## src/rtl/mem_stage.sv

```systemverilog
// Memory-access stage: EX/MEM register, data-SRAM response tracking with discard of
// responses owed to flushed instructions, and the registered MEM/WB bundle.
//
// state | meaning
// IDLE  | no data_ok owed for the instruction held in MEM
// WAIT  | data_ok owed for the instruction held in MEM
// HAVE  | response captured in rdata_buf, waiting for WB to accept

module mem_stage #(
    parameter int DISCARD_W = 2
) (
    input  logic        clk,
    input  logic        rst,
    input  logic        ex_valid,
    output logic        mem_in_ready,
    input  logic [31:0] ex_pc,
    input  logic [31:0] ex_result,
    input  logic [7:0]  ex_mem_op,
    input  logic        ex_res_from_mem,
    input  logic        ex_gr_we,
    input  logic [4:0]  ex_dest,
    input  logic        ex_mem_req,
    input  logic        ex_has_exception,
    input  logic [5:0]  ex_ecode,
    input  logic [8:0]  ex_esubcode,
    input  logic [31:0] ex_maddr,
    input  logic        ex_ertn,
    input  logic        ex_rdcntid,
    input  logic        data_sram_data_ok,
    input  logic [31:0] data_sram_rdata,
    input  logic        wb_in_ready,
    input  logic        flush,
    output logic        wb_valid,
    output logic [31:0] wb_pc,
    output logic [31:0] wb_result,
    output logic [31:0] wb_maddr,
    output logic [7:0]  wb_mem_op,
    output logic [5:0]  wb_ecode,
    output logic [8:0]  wb_esubcode,
    output logic [4:0]  wb_dest,
    output logic        wb_res_from_mem,
    output logic        wb_gr_we,
    output logic        wb_has_exception,
    output logic        wb_ertn,
    output logic        wb_rdcntid,
    output logic [31:0] wb_rdata,
    output logic        mem_except_block,
    output logic        mem_fwd_we,
    output logic [4:0]  mem_fwd_dest,
    output logic [31:0] mem_fwd_data,
    output logic        mem_load_pending
);

    typedef enum logic [1:0] {S_IDLE = 2'd0, S_WAIT = 2'd1, S_HAVE = 2'd2} state_t;

    typedef struct packed {
        logic [31:0] pc;
        logic [31:0] result;
        logic [31:0] maddr;
        logic [7:0]  mem_op;
        logic [5:0]  ecode;
        logic [8:0]  esubcode;
        logic [4:0]  dest;
        logic        res_from_mem;
        logic        gr_we;
        logic        has_exception;
        logic        ertn;
        logic        rdcntid;
    } bundle_t;

    localparam logic [DISCARD_W:0] DISCARD_MAX = (DISCARD_W+1)'(2);

    bundle_t                ex_b;
    bundle_t                m_q, m_d, wb_q, wb_d;
    logic                   m_valid_q, m_valid_d;
    logic                   wb_valid_q, wb_valid_d;
    state_t                 state_q, state_d;
    logic [DISCARD_W-1:0]   disc_q, disc_d;
    logic [DISCARD_W:0]     disc_sum;
    logic [31:0]            rdata_buf_q, rdata_buf_d;
    logic [31:0]            wb_rdata_q, wb_rdata_d;
    logic                   ready_go, resp_for_me, move_out, accept;
    logic                   add_wait, add_ex;

    assign ex_b = '{pc: ex_pc, result: ex_result, maddr: ex_maddr, mem_op: ex_mem_op,
                    ecode: ex_ecode, esubcode: ex_esubcode, dest: ex_dest,
                    res_from_mem: ex_res_from_mem, gr_we: ex_gr_we,
                    has_exception: ex_has_exception, ertn: ex_ertn, rdcntid: ex_rdcntid};

    always_comb begin
        ready_go    = 1'b1;
        resp_for_me = 1'b0;
        if (state_q == S_WAIT) begin
            resp_for_me = data_sram_data_ok && (disc_q == '0);
            ready_go    = resp_for_me;
        end
        move_out     = m_valid_q && ready_go && wb_in_ready;
        mem_in_ready = rst && (!m_valid_q || move_out);
        accept       = ex_valid && mem_in_ready && !flush;
    end

    always_comb begin
        m_valid_d   = m_valid_q;
        m_d         = m_q;
        state_d     = state_q;
        disc_d      = disc_q;
        disc_sum    = '0;
        rdata_buf_d = rdata_buf_q;
        wb_valid_d  = wb_valid_q;
        wb_d        = wb_q;
        wb_rdata_d  = wb_rdata_q;
        add_wait    = m_valid_q && (state_q == S_WAIT);
        add_ex      = ex_valid && ex_mem_req;

        if (flush) begin
            m_valid_d  = 1'b0;
            state_d    = S_IDLE;
            wb_valid_d = 1'b0;
            // Every response still owed by a killed instruction must be dropped later;
            // a data_ok landing in this same cycle already pays one of them off.
            disc_sum = {1'b0, disc_q} + (DISCARD_W+1)'(add_wait) + (DISCARD_W+1)'(add_ex);
            if (data_sram_data_ok && (disc_sum != '0))
                disc_sum = disc_sum - (DISCARD_W+1)'(1);
            disc_d = (disc_sum > DISCARD_MAX) ? DISCARD_MAX[DISCARD_W-1:0]
                                              : disc_sum[DISCARD_W-1:0];
        end else begin
            if (data_sram_data_ok && (disc_q != '0))
                disc_d = disc_q - DISCARD_W'(1);

            if (move_out) begin
                wb_d       = m_q;
                wb_rdata_d = (state_q == S_WAIT) ? data_sram_rdata : rdata_buf_q;
                wb_valid_d = 1'b1;
            end else if (wb_in_ready) begin
                wb_valid_d = 1'b0;
            end

            if (accept) begin
                m_d       = ex_b;
                m_valid_d = 1'b1;
                state_d   = ex_mem_req ? S_WAIT : S_IDLE;
            end else if (move_out) begin
                m_valid_d = 1'b0;
                state_d   = S_IDLE;
            end else if (resp_for_me) begin
                state_d     = S_HAVE;
                rdata_buf_d = data_sram_rdata;
            end
        end
    end

    always_ff @(posedge clk) begin
        if (!rst) begin
            m_valid_q   <= 1'b0;
            m_q         <= '0;
            state_q     <= S_IDLE;
            disc_q      <= '0;
            rdata_buf_q <= '0;
            wb_valid_q  <= 1'b0;
            wb_q        <= '0;
            wb_rdata_q  <= '0;
        end else begin
            m_valid_q   <= m_valid_d;
            m_q         <= m_d;
            state_q     <= state_d;
            disc_q      <= disc_d;
            rdata_buf_q <= rdata_buf_d;
            wb_valid_q  <= wb_valid_d;
            wb_q        <= wb_d;
            wb_rdata_q  <= wb_rdata_d;
        end
    end

    assign wb_valid         = wb_valid_q;
    assign wb_pc            = wb_q.pc;
    assign wb_result        = wb_q.result;
    assign wb_maddr         = wb_q.maddr;
    assign wb_mem_op        = wb_q.mem_op;
    assign wb_ecode         = wb_q.ecode;
    assign wb_esubcode      = wb_q.esubcode;
    assign wb_dest          = wb_q.dest;
    assign wb_res_from_mem  = wb_q.res_from_mem;
    assign wb_gr_we         = wb_q.gr_we;
    assign wb_has_exception = wb_q.has_exception;
    assign wb_ertn          = wb_q.ertn;
    assign wb_rdcntid       = wb_q.rdcntid;
    assign wb_rdata         = wb_rdata_q;

    assign mem_fwd_we       = m_valid_q && m_q.gr_we && !m_q.has_exception;
    assign mem_fwd_dest     = m_q.dest;
    assign mem_fwd_data     = m_q.result;
    assign mem_load_pending = m_valid_q && m_q.res_from_mem && (state_q != S_HAVE) && !resp_for_me;
    assign mem_except_block = (m_valid_q && (m_q.has_exception || m_q.ertn)) ||
                              (wb_valid_q && (wb_q.has_exception || wb_q.ertn));

endmodule

```

## config.mk

```make
export PLATFORM = sky130hd
export DESIGN_NAME = mem_stage
export DESIGN_NICKNAME = d
export VERILOG_FILES = /design/src/rtl/mem_stage.sv
export SDC_FILE = /design/constraint.sdc
export NUM_CORES = 1
export LEC_CHECK = 0
export BUFFER_PORTS_ARGS = -buffer_cell sky130_fd_sc_hd__buf_2
export CAP_MARGIN = 20
export CORE_MARGIN = 2
export CORE_UTILIZATION = 47
export CTS_CLUSTER_SIZE = 12
export DETAILED_ROUTE_END_ITERATION = 10
export PLACE_DENSITY_LB_ADDON = 0.1
export SYNTH_ARGS = -nofsm -noshare
export SYNTH_HDL_FRONTEND = slang
export SYNTH_SLANG_ARGS = --single-unit
```

## constraint.sdc

```tcl
create_clock -name clk -period 2.6 [get_ports clk]
set_clock_uncertainty 0.1 [all_clocks]
set_input_delay 0.13 -clock clk [delete_from_list [all_inputs] [get_ports clk]]
set_output_delay 0.13 -clock clk [all_outputs]
set_load 0.03 [all_outputs]
```

Yosys cells after proc, flatten, opt, wreduce, memory -nomap -nowiden. Cells that the tools add are included.

Register bits after elaboration: 328. Output and inout bits: 203. Word-level logic and storage cells: 93.

Add/sub/neg operators: 4. Magnitude comparators: 1. Equal/unequal tests: 2. Muxes and demuxes: 16. Bitwise gates (word level): 4. Reductions and logical operators: 36.

Operator list (number): 32-bit 2-to-1 mux (1); 1-bit logical AND (17); 2-bit 2-to-1 mux (6); 2-bit nonzero test (4); 1-bit 2-to-1 mux (7); 3-bit 2-to-1 mux (2); 3-bit nonzero test (2); 1-bit zero test (4); 1-bit logical OR (4); 1-bit NOT (4); 2-bit AND reduction (2); 4-bit AND reduction (1); 2-bit by 1-bit adder with 3-bit output (1); 3-bit by 1-bit adder with 3-bit output (1); 3-bit by 2-bit greater-than comparator with 1-bit output, second input constant (1); 3-bit by 1-bit subtractor with 3-bit output, second input constant (1); 2-bit by 1-bit equality test with 1-bit output, second input constant (1); 2-bit zero test (1); 2-bit inequality test, second input constant (1); 2-bit OR reduction (1); 2-bit by 1-bit subtractor with 2-bit output, second input constant (1).

Logic depth before layout (Yosys ltp).
Depth in word-level cells: 11. Mapped depth: 14.

Worst setup path before layout. No wires, ideal clock.

Path kind: reg2reg. Start: register state_q[0]. End: register disc_q[0]. Arrival time: 2.584 ns. Required time: 2.441 ns. Slack: -0.143 ns. Cell stages (with the launch flop): 15. Clock period less this slack: 2.743 ns. Cell sequence: dfxtp_1 -> nor2b_1 -> buf_4 -> buf_2 -> nand2_1 -> fa_1 -> inv_1 -> ha_1 -> inv_1 -> ha_1 -> ha_1 -> nor2b_1 -> o31a_1 -> o21ai_0 -> o211a_1.

Cells in the longest elaborated chain, start to end: 11. Elaborated cells on any way between the ends: 12. Those cells by class: 3 x add/sub; 1 x order compare; 1 x eq/ne; 4 x mux; 3 x reduce/logical.

RTL lines: start, declared (RTL line 77) `state_t state_q, state_d;`; start signal, assigned (RTL line 165) `state_q <= state_d;`; 2-bit by 1-bit equality test with 1-bit output (*) (RTL line 112) `add_wait = m_valid_q && (state_q == S_WAIT);`; 1-bit logical AND (*) (RTL line 112); 2-bit by 1-bit adder with 3-bit output (*) (RTL line 121) `disc_sum = {1'b0, disc_q} + (DISCARD_W+1)'(add_wait) + (DISCARD_W+1)'(add_ex);`; 3-bit by 1-bit adder with 3-bit output (*) (RTL line 121); branches (longest 2 deep; another with 3-bit by 1-bit subtractor with 3-bit output); 3-bit 2-to-1 mux (*) (RTL line 122) `if (data_sram_data_ok && (disc_sum != '0))`; 3-bit 2-to-1 mux (*) (RTL line 115) `if (flush) begin`; 3-bit by 2-bit greater-than comparator with 1-bit output (RTL line 124) `disc_d = (disc_sum > DISCARD_MAX) ? DISCARD_MAX[DISCARD_W-1:0]`; 2-bit 2-to-1 mux (*) (RTL line 124); 2-bit 2-to-1 mux (*) (RTL line 115); end signal, assigned (RTL line 166) `disc_q <= disc_d;`; end, declared (RTL line 78) `logic [DISCARD_W-1:0] disc_q, disc_d;`.

Every way passes the cells marked *. The select of a mux whose other input is x is not followed. A chain may end at the register's enable or synchronous reset.

Worst setup path in the final report.
Start: register state_q[0]. End: register rdata_buf_q[7].

Cells in the longest elaborated chain, start to end: 10. Elaborated cells on any way between the ends: 12. Those cells by class: 1 x eq/ne; 2 x mux; 2 x bitwise; 7 x reduce/logical.

RTL lines: 2-bit by 1-bit equality test with 1-bit output (*) (RTL line 93) `if (state_q == S_WAIT) begin`; 1-bit 2-to-1 mux (RTL line 93); 1-bit logical AND (2 in a row) (RTL line 97) `move_out = m_valid_q && ready_go && wb_in_ready;`; 1-bit logical OR (RTL line 98) `mem_in_ready = rst && (!m_valid_q || move_out);`; 1-bit logical AND (RTL line 98); 1-bit logical AND (2 in a row) (RTL line 99) `accept = ex_valid && mem_in_ready && !flush;`; 1-bit NOT (no line); 4-bit AND reduction (no line) (*); end signal, assigned (RTL line 167) `rdata_buf_q <= rdata_buf_d;`; end, declared (RTL line 80) `logic [31:0] rdata_buf_q, rdata_buf_d;`.

Every way passes the cells marked *; elsewhere a longest branch is shown, timed or not.

==> metrics.csv <==
stage;metric;value;unit
run_status;outcome;finished clean;
worst_setup_path;worst r2r path cells;6;
clock_tree;Clock Latency Late Sink;0.51;ns
drt;initial drt markers;813;
clock_tree;deepest clock path buffer count;3;
power_and_ir_drop;peak supply drop;563;µV
worst_setup_path;Setup crit start kind;register;
logic_synthesis;synthesized net count;1698;
logic_synthesis;synthesized instance count;1524;
clock_tree;Worst-path clk slew;0.06;ns
logic_synthesis;ys flop type;dfxtp_1;
finish;layout cells sized above 1;22.9;%
logic_synthesis;synth warn;0;
clock_tree;htree depth;2;
sta;fin crit period;2.42;ns
hold_path;Hold Path Cell Cnt;5;
worst_setup_path;Crit Path Class;reg -> reg;
worst_setup_path;kind of end point of the critical path;register;
logic_synthesis;Post-synth ARST share;0;%
sta;Final period util;93.1;%
job;max-cap violations;0;
grt;antenna violations before repair;0;
sta;max_slew headroom;31.5;%
logic_synthesis;synthesized cell area;12900;µm²
drt;First-pass DRT Iterations;5;
logic_synthesis;register area share after synthesis;50.8;%
hold_path;min-delay src;data_sram_data_ok;
grt;largest net degree at the start of global routing;255;
worst_setup_path;critical path data arrival time;2.72;ns
placement;Placed Instances;2089;
sta;RSZ-0062 raised after global routing;no;
worst_setup_path;Buf/Inv on CP;3;
worst_setup_path;FF-to-FF Start;state_q[0];
hold_path;Hold Path Sink;disc_q[1];
worst_setup_path;slowest stage delay, CP;0.56;ns
die;Rows;60;
clock_tree;clk root buf;clkbuf_16;
sta;final hold viol count;0;
finish;nets@finish;2128;
worst_setup_path;cells along the critical path;nor2b_4 > buf_6 > and4_1 > buf_12 > o21ai_0 > dlygate4sd3_1;
die;Core ar.;27000;µm²
placement;Placer Congestion;0.794;
logic_synthesis;#FFs+latches synth;328;
die;io pins;371;
power_and_ir_drop;Power Dens Cells;653;nW/µm²
drt;post-route antenna net violation count;0;
die;starting density of the core;47.9;%
finish;area delta synth->final;36.2;%
finish;fin area;17600;µm²
logic_synthesis;EDFF count, synth;0;
worst_setup_path;required time worst endpoint;2.90;ns
grt;global-route usage over all layers;24.4;%
clock_tree;clk sinks;328;
drt;vias per cell;5.20;
sta;Worst-Margin Slew;1.03;ns
logic_synthesis;post-synth top area cell;dfxtp_1;
worst_setup_path;reg2reg setup slack;0.18;ns
logic_synthesis;Post-Synthesis Mean Instance Area;8.48;µm²
clock_tree;TritonCTS clock tree;yes;
hold_path;Hold Path Class;in -> reg;
worst_setup_path;crit path max fanout;64;
power_and_ir_drop;P_leak;0.00810;µW
die;Die ar.;28800;µm²
logic_synthesis;post-synth top area share;50.8;%
grt;vias in the first global route;11700;
drt;Avg WL per Cell;15.7;µm
grt;first-pass GRT wire length;57900;µm
finish;fillcell total;2317;
logic_synthesis;Yosys cell types;38;
finish;Final Non-Filler Cells;2320;
drt;Routed WL;36400;µm
placement;port buffer count;370;
sta;maximum operating frequency;413;MHz
sta;setup_tns;0;ns
clock_tree;total CTS buffers;36;
clock_tree;Setup Buffers After CTS;0;
worst_setup_path;delay-heaviest family, CP;buffers and inverters;
die;die width;170;µm
logic_synthesis;top post-synthesis cells by area;dfxtp_1, nand2_1, nand4_1, a21boi_1, o21ai_0;
grt;grt ovf;0;
placement;hpwl dp;21300;µm
worst_setup_path;worst r2r dst;rdata_buf_q[7];
drt;DRC viols;0;
drt;vias;12100;
sta;# setup viols final;0;
placement;Placed Area;14700;µm²
worst_setup_path;slowest CP cell;dlygate4sd3_1;
sta;Slew Viols, Final;0;
die;die height;170;µm
## registers in the layout, summed over array words and instances, names as in the netlist, 2 cells and up
signal        count
m_q              92
mem_fwd_data     32
rdata_buf_q      32
wb_maddr         32
wb_pc            32
wb_rdata         32
wb_result        32
wb_esubcode       9
wb_mem_op         8
wb_ecode          6
mem_fwd_dest      5
wb_dest           5
disc_q            2
state_q           2
## per-layer routing
metal	global-route usage (%)	up-vias	part of all wire [%]
li1	-	5928	-
met1	28.8	5654	41
met2	42.0	381	47
met3	6.06	95	7.4
met4	10.9	0	3.8
met5	0	-	0
## through the flow
step | setup WS [ns] | utilization, % | total power (µW) | hold slack [ns]
final | 0.180 | 65.3 | 11500 | 0.0581
after global routing | 0.0149 | 65.3 | 11900 | 0.129
after CTS | 0.0138 | 65.2 | 11600 | 0.0505
after detailed placement | 0.226 | 54.6 | 6320 | 0.267
after global placement | 0.242 | 54.6 | 6300 | 0.258
after floorplan | 0.00914 | - | 6020 | 0.154
## final cells by class
type | count | area [µm²] | share of cell area (%)
flip-flops and latches | 328 | 6570 | 37.3
multi-input cells | 894 | 5050 | 28.7
repair buffers | 559 | 3850 | 21.9
clock buffers | 55 | 1080 | 6.16
inverters | 135 | 507 | 2.88
well taps | 341 | 427 | 2.43
clock inverters | 7 | 92.6 | 0.526
diodes | 1 | 2.50 | 0.0142
## worst min-delay path: stages
cell	delay [ns]
buf_2	0.13
nand4b_1	0.11
o31a_1	0.12
nand2_1	0.06
a21boi_0	0.06
## how the worst max path moves through the flow
stage	cells past startpoint	endpoint	from	slack, ns
6_report	6	rdata_buf_q[7]	state_q[0]	0.18
5_1_grt	12	disc_q[0]	state_q[0]	0.01
4_1_cts	6	rdata_buf_q[7]	state_q[1]	0.01
3_5_place_dp	12	disc_q[0]	state_q[1]	0.23
3_3_place_gp	12	disc_q[0]	state_q[0]	0.24
2_1_floorplan	14	disc_q[0]	state_q[0]	0.009
## power by group
group	leakage (µW)	switching, µW	internal [µW]
combinational	0.00485	607	499
clock	0.000580	2000	3070
sequential	0.00267	103	5210
total	0.00810	2710	8780
## cell usage in the layout, fill, tap and decap left out, types with 2 or more instances in the layout
cell           instances
nand4_1              129
buf_4                  8
clkbuf_16             37
a21oi_1                4
o21a_1                 2
a21boi_1             106
buf_2                369
nor2_1                 3
a21boi_0              26
o21ai_0              131
bufinv_16              2
buf_12                12
nand2b_1               2
o211a_1               33
clkinv_2               3
clkbuf_8               9
clkbuf_1               9
dlygate4sd3_1        168
inv_6                  2
ha_1                   5
mux2i_1               32
nor2b_4                2
nor2b_1                4
nand3_1               33
o21ai_1               34
inv_1                135
nand2_1              330
dfxtp_1              327
## Yosys cell counts, types with 3 or more instances
cell and n:
o211a_1 33, a21oi_1 4, nand4_1 129, o21ai_0 131
ha_1 5, buf_2 50, buf_1 10, nor2_1 3
nor2b_1 5, nand2_1 330, o21ai_1 34, nand3_1 34
a21boi_0 26, buf_4 41, mux2i_1 32, clkbuf_1 65
dfxtp_1 328, a21boi_1 106, inv_1 135
## cell families (layout without fill, tap and decap cells)
logic type,count (synthesis),count (layout),share of synthesized area [%]
compound gates,342,342,17.3
buf+inv,302,756,10.5
simple gates,512,512,18.1
fa+ha+maj,6,6,0.639
flops,328,328,50.8
mux,32,32,2.48
xor+xnor,2,2,0.136
other cells,0,1,0
## timing repair
action | CTS | global route
hold buffers | 168 | 0
hold endpoints to repair | 199 | 0
gates resized for setup | 0 | 1
setup endpoints to repair | 0 | 2
No activity file was read; power rests on OpenSTA's default activity.
